File: src/rtl/pma_pkg.sv
// ============================================================================
// Module : pma_pkg
// Brief  : Shared types and constants for the 100BASE-X PMA sublayer.
// Rev    : 1.0  initial release
// ============================================================================
`default_nettype none

package pma_pkg;

    // Link monitor states; the encoding is visible on waveforms, so keep it fixed.
    typedef enum logic [1:0] {
        ST_DOWN = 2'd0,
        ST_HYST = 2'd1,
        ST_UP   = 2'd2
    } link_state_t;

    localparam logic [1:0] c_VALID_NONE = 2'd0;
    localparam logic [1:0] c_VALID_ONE  = 2'd1;

endpackage : pma_pkg

`default_nettype wire

File: src/rtl/pma_link_monitor.sv
// ============================================================================
// Module : pma_link_monitor
// Brief  : signal_status synchronizer plus debounce FSM producing link_status.
// Rev    : 1.0  initial release
// ============================================================================
`default_nettype none

module pma_link_monitor
    import pma_pkg::*;
#(
    parameter int LINK_TIME   = 41250,
    parameter int SYNC_STAGES = 2
) (
    input  logic clk,
    input  logic rst,
    input  logic i_signal_status,
    output logic o_link_status
);

    localparam int TW = $clog2(LINK_TIME + 1);
    localparam logic [TW-1:0] c_TIMER_LOAD = TW'(LINK_TIME - 1);

    logic [SYNC_STAGES-1:0] r_sync;
    logic                   w_sig_s;

    link_state_t r_state, w_state_nxt;
    logic [TW-1:0] r_timer, w_timer_nxt;
    logic          r_link, w_link_nxt;

    generate
        if (SYNC_STAGES == 1) begin : g_sync_single
            always_ff @(posedge clk) begin
                if (rst) r_sync <= '0;
                else     r_sync <= i_signal_status;
            end
        end else begin : g_sync_chain
            always_ff @(posedge clk) begin
                if (rst) r_sync <= '0;
                else     r_sync <= {r_sync[SYNC_STAGES-2:0], i_signal_status};
            end
        end
    endgenerate

    assign w_sig_s = r_sync[SYNC_STAGES-1];

    always_ff @(posedge clk) begin
        if (rst) begin
            r_state <= ST_DOWN;
            r_timer <= '0;
            r_link  <= 1'b0;
        end else begin
            r_state <= w_state_nxt;
            r_timer <= w_timer_nxt;
            r_link  <= w_link_nxt;
        end
    end

    // link_status is registered alongside the state so both change on the same edge.
    always_comb begin
        w_state_nxt = r_state;
        w_timer_nxt = r_timer;
        w_link_nxt  = r_link;
        case (r_state)
            ST_DOWN: begin
                w_link_nxt = 1'b0;
                if (w_sig_s) begin
                    w_state_nxt = ST_HYST;
                    w_timer_nxt = c_TIMER_LOAD;
                end
            end
            ST_HYST: begin
                if (!w_sig_s) begin
                    w_state_nxt = ST_DOWN;
                    w_link_nxt  = 1'b0;
                end else if (r_timer == '0) begin
                    w_state_nxt = ST_UP;
                    w_link_nxt  = 1'b1;
                end else begin
                    w_timer_nxt = r_timer - 1'b1;
                end
            end
            ST_UP: begin
                w_link_nxt = 1'b1;
                if (!w_sig_s) begin
                    w_state_nxt = ST_DOWN;
                    w_link_nxt  = 1'b0;
                end
            end
            default: begin
                w_state_nxt = ST_DOWN;
                w_link_nxt  = 1'b0;
            end
        endcase
    end

    assign o_link_status = r_link;

endmodule : pma_link_monitor

`default_nettype wire

File: src/rtl/pma.sv
// ============================================================================
// Module : pma
// Brief  : 100BASE-X PMA: NRZI TX encode, NRZI RX decode and link monitor.
// Rev    : 1.0  initial release
// ============================================================================
`default_nettype none

module pma
    import pma_pkg::*;
#(
    parameter int LINK_TIME   = 41250,
    parameter int SYNC_STAGES = 2
) (
    input  logic       clk,
    input  logic       rst,
    input  logic       pma_data_tx,
    output logic       pmd_data_tx,
    input  logic [1:0] pmd_data_rx,
    input  logic [1:0] pmd_data_rx_valid,
    input  logic       signal_status,
    output logic [1:0] pma_data_rx,
    output logic [1:0] pma_data_rx_valid,
    output logic       link_status
);

    logic       r_tx_level;
    logic       r_rx_last;
    logic [1:0] r_rx_data;
    logic [1:0] r_rx_valid;

    always_ff @(posedge clk) begin
        if (rst) r_tx_level <= 1'b0;
        else     r_tx_level <= r_tx_level ^ pma_data_tx;
    end

    // Each NRZ bit is the XOR of a line bit with the line level before it; [1] is oldest.
    always_ff @(posedge clk) begin
        if (rst) begin
            r_rx_last  <= 1'b0;
            r_rx_data  <= 2'b00;
            r_rx_valid <= 2'b00;
        end else begin
            r_rx_valid <= pmd_data_rx_valid;
            case (pmd_data_rx_valid)
                c_VALID_NONE: begin
                    r_rx_data <= 2'b00;
                end
                c_VALID_ONE: begin
                    r_rx_data <= {pmd_data_rx[1] ^ r_rx_last, 1'b0};
                    r_rx_last <= pmd_data_rx[1];
                end
                default: begin
                    r_rx_data <= {pmd_data_rx[1] ^ r_rx_last,
                                  pmd_data_rx[0] ^ pmd_data_rx[1]};
                    r_rx_last <= pmd_data_rx[0];
                end
            endcase
        end
    end

    pma_link_monitor #(
        .LINK_TIME   (LINK_TIME),
        .SYNC_STAGES (SYNC_STAGES)
    ) u_link_monitor (
        .clk             (clk),
        .rst             (rst),
        .i_signal_status (signal_status),
        .o_link_status   (link_status)
    );

    assign pmd_data_tx       = r_tx_level;
    assign pma_data_rx       = r_rx_data;
    assign pma_data_rx_valid = r_rx_valid;

endmodule : pma

`default_nettype wire
File: config.mk
export PLATFORM = sky130hd
export DESIGN_NAME = pma
export DESIGN_NICKNAME = d
export VERILOG_FILES = /design/src/rtl/pma_pkg.sv /design/src/rtl/pma_link_monitor.sv /design/src/rtl/pma.sv
export SDC_FILE = /design/constraint.sdc
export NUM_CORES = 1
export LEC_CHECK = 0
export CAP_MARGIN = 20
export CORE_ASPECT_RATIO = 0.6
export CORE_UTILIZATION = 50
export DETAILED_ROUTE_END_ITERATION = 6
export GPL_ROUTABILITY_DRIVEN = 0
export PLACE_DENSITY_LB_ADDON = 0.25
export SYNTH_ARGS = -nofsm -noshare
export SYNTH_HDL_FRONTEND = slang
export SYNTH_SLANG_ARGS = --single-unit
File: constraint.sdc
create_clock -name clk -period 1.95 [get_ports clk]
set_input_delay 0.585 -clock clk [delete_from_list [all_inputs] [get_ports clk]]
set_output_delay 0.585 -clock clk [all_outputs]
set_load 0.03 [all_outputs]
# Yosys cells after proc, flatten, opt, wreduce, memory -nomap -nowiden
# Cells that the tools add are included.
# word_totals
ff_bits	27
elab_cells	41
# op_classes
reduce_logical	6
n_addsub	1
bitwise_logic	3
mux	15
eq_ne	8
# op_table
op	count
2-to-1 mux 16 bit	3
case mux 16 bit (2 select lines)	1
zero test 16 bit	1
subtractor 16 x 1 -> 16 bit (second input constant)	1
2-to-1 mux 2 bit	4
case mux 2 bit (3 select lines)	1
== test 2 x 1 -> 1 bit (second input constant)	2
zero test 2 bit	2
inequality test 2 x 1 -> 1 bit (second input constant)	2
inequality test 2 bit (second input constant)	2
case mux 1 bit (2 select lines)	2
case mux 2 bit (2 select lines)	1
AND reduction 4 bit	1
2-to-1 mux 1 bit	3
inequality test 3 bit (second input constant)	1
AND reduction 3 bit	1
bitwise XOR 1 bit	3
== test 2 bit (second input constant)	1
nonzero test 2 bit	1

# Longest topological paths before layout
# logic_depth
depth_word	4
ltp_mapped	7

# By module
# From an unflattened synthesis, not the netlist that was laid out.
# hier_totals
cells_unflattened	137
hier_area_um2	1273.7
# modules_own_cells
mod	cells_each	n_inst	seq_area_each_um2	area_per_inst_um2
pma_link_monitor	118	1	420.4	1067.3
pma	19	1	120.1	206.4

# Worst setup path after synthesis
# OpenSTA, ideal clock, no wires.
# synth_timing
path_kind	flip-flop to flip-flop
start	register u_link_monitor.r_timer[0]
end	register u_link_monitor.r_timer[12]
path_slack_ps	-110
period_less_slack_ps	2060
arrival_time_ps	1990
n_path_buf	0
path_stages_with_launch	7
path_cell_list	dfxtp_1 inv_1 ha_1 or3b_1 or4b_4 or4_1 a21oi_1
# synth_between
elab_chain_cells	4
word_cells_on_any_way	7
cone_classes	add/sub: 1; eq/ne: 1; mux: 3; reduce/logical: 2
# synth_rtl
item	line_no	source
start, declared	pma_link_monitor.sv:27	logic [TW-1:0] r_timer, w_timer_nxt;
start signal, assigned	pma_link_monitor.sv:53	r_timer <= w_timer_nxt;
subtractor 16 x 1 -> 16 bit	pma_link_monitor.sv:79	w_timer_nxt = r_timer - 1'b1;
2-to-1 mux 16 bit	pma_link_monitor.sv:75	end else if (r_timer == '0) begin
2-to-1 mux 16 bit	pma_link_monitor.sv:72	if (!w_sig_s) begin
case mux 16 bit (2 select lines)	pma_link_monitor.sv:63	case (r_state)
# Parallel ways exist; a longest one is shown, timed or not. The select of a mux whose other input is x is not followed.
# A chain may end at the register's enable or synchronous reset.

# Final worst setup path
# Same ends and word-level chain as after synthesis.

==> results.json <==
{
  "mappedNetlistNets": 170,
  "seq_total_area_yosys_pct": 38.54,
  "cts_root_buffer": "sky130_fd_sc_hd__clkbuf_8",
  "maxClockFrequency_ghz": 0.4803,
  "detail_route.wl_per_cell_um": 16.12,
  "slowest_delay_ps": 550,
  "grt_antenna_before_repair": 0,
  "dieHeight_um": 43.03,
  "worst_slew_margin_rel_pct": 66.16,
  "time_the_final_worst_path_needs_with_i_o_delays_and_setup_ps": 2082,
  "rr_worst_depth": 6,
  "critical_path.reg2reg.endpoint": "u_link_monitor.r_timer[12]$_SDFFE_PP0P_",
  "floorplan.die_area_um2": 3028,
  "ys_dominant_reg_cell": "sky130_fd_sc_hd__dfxtp_1",
  "ctsHtreeMaxLevel": 1,
  "via_count_of_the_first_global_routing_pass": 1257,
  "power.static_leakage_uw": 0.0006954,
  "power_uw": 1905,
  "worst_r2r_startpoint": "u_link_monitor.r_timer[0]$_SDFFE_PP0P_",
  "worstPathRequired_ps": 2170,
  "overflow": 0,
  "initial_drc_count": 78,
  "setup_viol": 4,
  "max_cap_violations": 0,
  "port-buffer-count": 13,
  "remaining_drc_errors": 0,
  "worstHoldStart": "u_link_monitor.r_sync[0]$_SDFF_PP0_",
  "clock-sinks": 27,
  "final.setup_skew_ps": 11.52,
  "finalMaxSlewViolations": 0,
  "grt_first_pass_wirelength_um": 5871,
  "cts_hold_repair_buffers": 0,
  "via_count": 1336,
  "tritoncts": "built",
  "synth-edff-count": 0,
  "worst_setup_hold_path_clk_slew_ps": 100,
  "postSynth.asyncResetShare_pct": 0,
  "drtAntennaViolNets": 0,
  "critical_path.endpoint": "u_link_monitor.r_timer[12]$_SDFFE_PP0P_",
  "crit_path_end_kind": "flip-flop",
  "clock_latency_ps": 280,
  "place_hpwl_um": 2648,
  "cts_buffers": 3,
  "mappedNetlistArea_um2": 1403,
  "num_rows": 14,
  "status": "finished with violations",
  "detailedRoute.firstPassIterationCount": 4,
  "ys_ff_latch": 27,
  "fillCellCount": 194,
  "worst_slew_pin_tran_ps": 494.8,
  "syn2layout_area_growth_pct": 33.36,
  "critical_path_peak_fanout": 4,
  "number_of_nets_at_the_end_of_the_flow": 205,
  "final.setup.worst_slack_ps": -132.0,
  "startpoint": "u_link_monitor.r_timer[0]$_SDFFE_PP0P_",
  "syn_inst": 158,
  "chipWidth_um": 70.38,
  "ios": 14,
  "diodes": 0,
  "final_routed_wirelength_um": 3610,
  "cellPowerDensity_nw_per_um2": 1019,
  "timing.critical_path.slowest_stage_cell": "sky130_fd_sc_hd__or4b_4",
  "worst_slack_at_placement_ps": -160.1,
  "worst_ep_arrival_time_ps": 2300,
  "avgSynthCellArea_um2": 8.877,
  "rsz_0062_raised_after_global_routing": "yes",
  "cts.path.max_buffers": 2,
  "core_area_um2": 2575,
  "rrSetupSlack_ps": -130,
  "critical_path.cell_chain": "inv_2 -> ha_4 -> or3b_4 -> or4b_4 -> or4_4 -> a21oi_2",
  "whs_path_depth": 1,
  "ir_worst_vdd_uv": 666.0,
  "largest_net_degree_at_the_start_of_global_routing": 25,
  "hp_class": "reg -> reg",
  "layout-drive-gt1-share_pct": 29.69,
  "setup.worst_path.class": "reg -> reg",
  "failed_checks": "negative setup slack",
  "timing_hold_violations_final": 0,
  "min_period_over_period_pct": 106.8,
  "cp-start-kind": "flip-flop",
  "synth_cell_types": 48,
  "detail_route.vias_per_cell": 5.964,
  "initial_core_util_pct": 54.47,
  "yosys_warnings": 0,
  "grt_usage_pct": 25.32
}
-- cell families after synthesis --
kind of cell / after synthesis / share of synthesized area (%)
mux: 8 / 5.799
compound gates: 34 / 16.86
flops: 27 / 38.54
simple gates: 73 / 30.95
xor+xnor: 3 / 1.874
fa+ha+maj: 4 / 3.568
buf+inv: 9 / 2.408
-- power by group --
group	leakage, uW	internal [uW]	switching [uW]
logic	0.000448	425	489
clock network	0.0000255	143	178
registers	0.000222	615	55.1
total	0.000695	1180	722
-- critical path: cells and delay by family (launching register included) --
family / cells / cell delay [ps]
AND/OR/NAND/NOR: 3 / 1370
flip-flops: 1 / 330
adder cells (fa/ha/maj): 1 / 130
AO/OA/AOI/OAI: 1 / 130
buffers and inverters: 1 / 70
-- per-layer routing --
metal  GRT usage, %  share of wire, %  vias to the layer above
li1               -                 -                      652
met1          32.85                44                      627
met2          40.38                47                       52
met3          8.076               7.8                        5
met4          7.600              0.78                        0
met5              0                 0                        -
-- final cells by class --
cell class	instances	area, um2	share of cell area, %
Sequential cell	27	544.3	29.10
Tap cell	32	40.04	2.140
Clock buffer	3	41.29	2.207
Timing Repair Buffer	35	314.1	16.79
Inverter	4	15.01	0.8027
Clock inverter	1	5.005	0.2676
Multi-Input combinational cell	122	910.9	48.70
-- layout by cell type, fill, tap and decap left out, types with 3 or more instances in the layout --
cell / count
sky130_fd_sc_hd__dfxtp_1: 24
sky130_fd_sc_hd__buf_4: 20
sky130_fd_sc_hd__clkdlybuf4s50_1: 12
sky130_fd_sc_hd__nand2_1: 11
sky130_fd_sc_hd__nor2_1: 11
sky130_fd_sc_hd__mux2i_1: 7
sky130_fd_sc_hd__a21oi_1: 5
sky130_fd_sc_hd__nor2b_1: 5
sky130_fd_sc_hd__or3_1: 5
sky130_fd_sc_hd__a211o_1: 4
sky130_fd_sc_hd__nor3_1: 4
sky130_fd_sc_hd__or2_2: 3
sky130_fd_sc_hd__nand2b_1: 3
sky130_fd_sc_hd__a211oi_1: 3
sky130_fd_sc_hd__o21ai_0: 3
sky130_fd_sc_hd__a21oi_2: 3
sky130_fd_sc_hd__ha_1: 3
sky130_fd_sc_hd__clkbuf_8: 3
sky130_fd_sc_hd__dfxtp_2: 3
-- synth_stat cells, types with 2 or more instances --
library cell                n  area (um2)
sky130_fd_sc_hd__dfxtp_1   27       540.5
sky130_fd_sc_hd__nor3_1     5       25.02
sky130_fd_sc_hd__nand3_1    2       10.01
sky130_fd_sc_hd__nand2b_1   3       18.77
sky130_fd_sc_hd__or3_2      2       15.01
sky130_fd_sc_hd__a211o_1    4       35.03
sky130_fd_sc_hd__nor2b_1    5       31.28
sky130_fd_sc_hd__inv_1      4       15.01
sky130_fd_sc_hd__or3_1      6       37.54
sky130_fd_sc_hd__nand2_1   11       41.29
sky130_fd_sc_hd__o31ai_1    2       15.01
sky130_fd_sc_hd__clkbuf_1   5       18.77
sky130_fd_sc_hd__nor2_1    12       45.04
sky130_fd_sc_hd__nor4_1     3       18.77
sky130_fd_sc_hd__o21ai_0    5       25.02
sky130_fd_sc_hd__a31oi_1    2       12.51
sky130_fd_sc_hd__nand3b_1   2       15.01
sky130_fd_sc_hd__xor2_1     2       17.52
sky130_fd_sc_hd__mux2i_1    7       70.07
sky130_fd_sc_hd__or2_2      4       25.02
sky130_fd_sc_hd__ha_1       4       50.05
sky130_fd_sc_hd__and2_1     2       12.51
sky130_fd_sc_hd__a21oi_1    8       40.04
sky130_fd_sc_hd__a211oi_1   4       30.03
sky130_fd_sc_hd__or4_1      4       30.03
-- flip-flops by register name, summed over array words and instances, names as in the netlist --
| signal | flops |
|---|---|
| u_link_monitor.r_sync | 2 |
| u_link_monitor.r_state | 2 |
| pma_data_rx_valid | 2 |
| u_link_monitor.r_timer | 16 |
| u_link_monitor.o_link_status | 1 |
| pma_data_rx | 2 |
| pmd_data_tx | 1 |
| r_rx_last | 1 |
-- worst min path at each step --
stage	slack (ps)	endpoint
2_1_floorplan	410	u_link_monitor.r_sync[1]$_SDFF_PP0_
3_3_place_gp	420	u_link_monitor.r_sync[1]$_SDFF_PP0_
5_1_grt	480	u_link_monitor.r_sync[1]$_SDFF_PP0_
4_1_cts	460	u_link_monitor.r_sync[1]$_SDFF_PP0_
3_5_place_dp	440	u_link_monitor.r_sync[1]$_SDFF_PP0_
6_report	450	u_link_monitor.r_sync[1]$_SDFF_PP0_
-- repair_timing --
action                                  in CTS  in global routing
gates resized for setup                     10                 17
pin swaps                                    6                  7
hold endpoints to repair                     0                  0
setup buffers                                3                  4
endpoints found under the setup margin       5                  9
-- through the flow --
stage          hold slack [ps]  util, %  TNS [ps]  instances  cell area, um2
2_1_floorplan            413.8        -    -89.10        158            1405
6_report                 454.4    72.64    -312.5        224            1871
4_1_cts                  456.4    68.95    -213.3        220            1775
3_5_place_dp             440.6    65.31    -483.6        213            1682
3_3_place_gp             424.9    65.31    -76.91        213            1682
5_1_grt                  476.0    72.64    -627.1        224            1871
(Power assumes the default switching activity.)
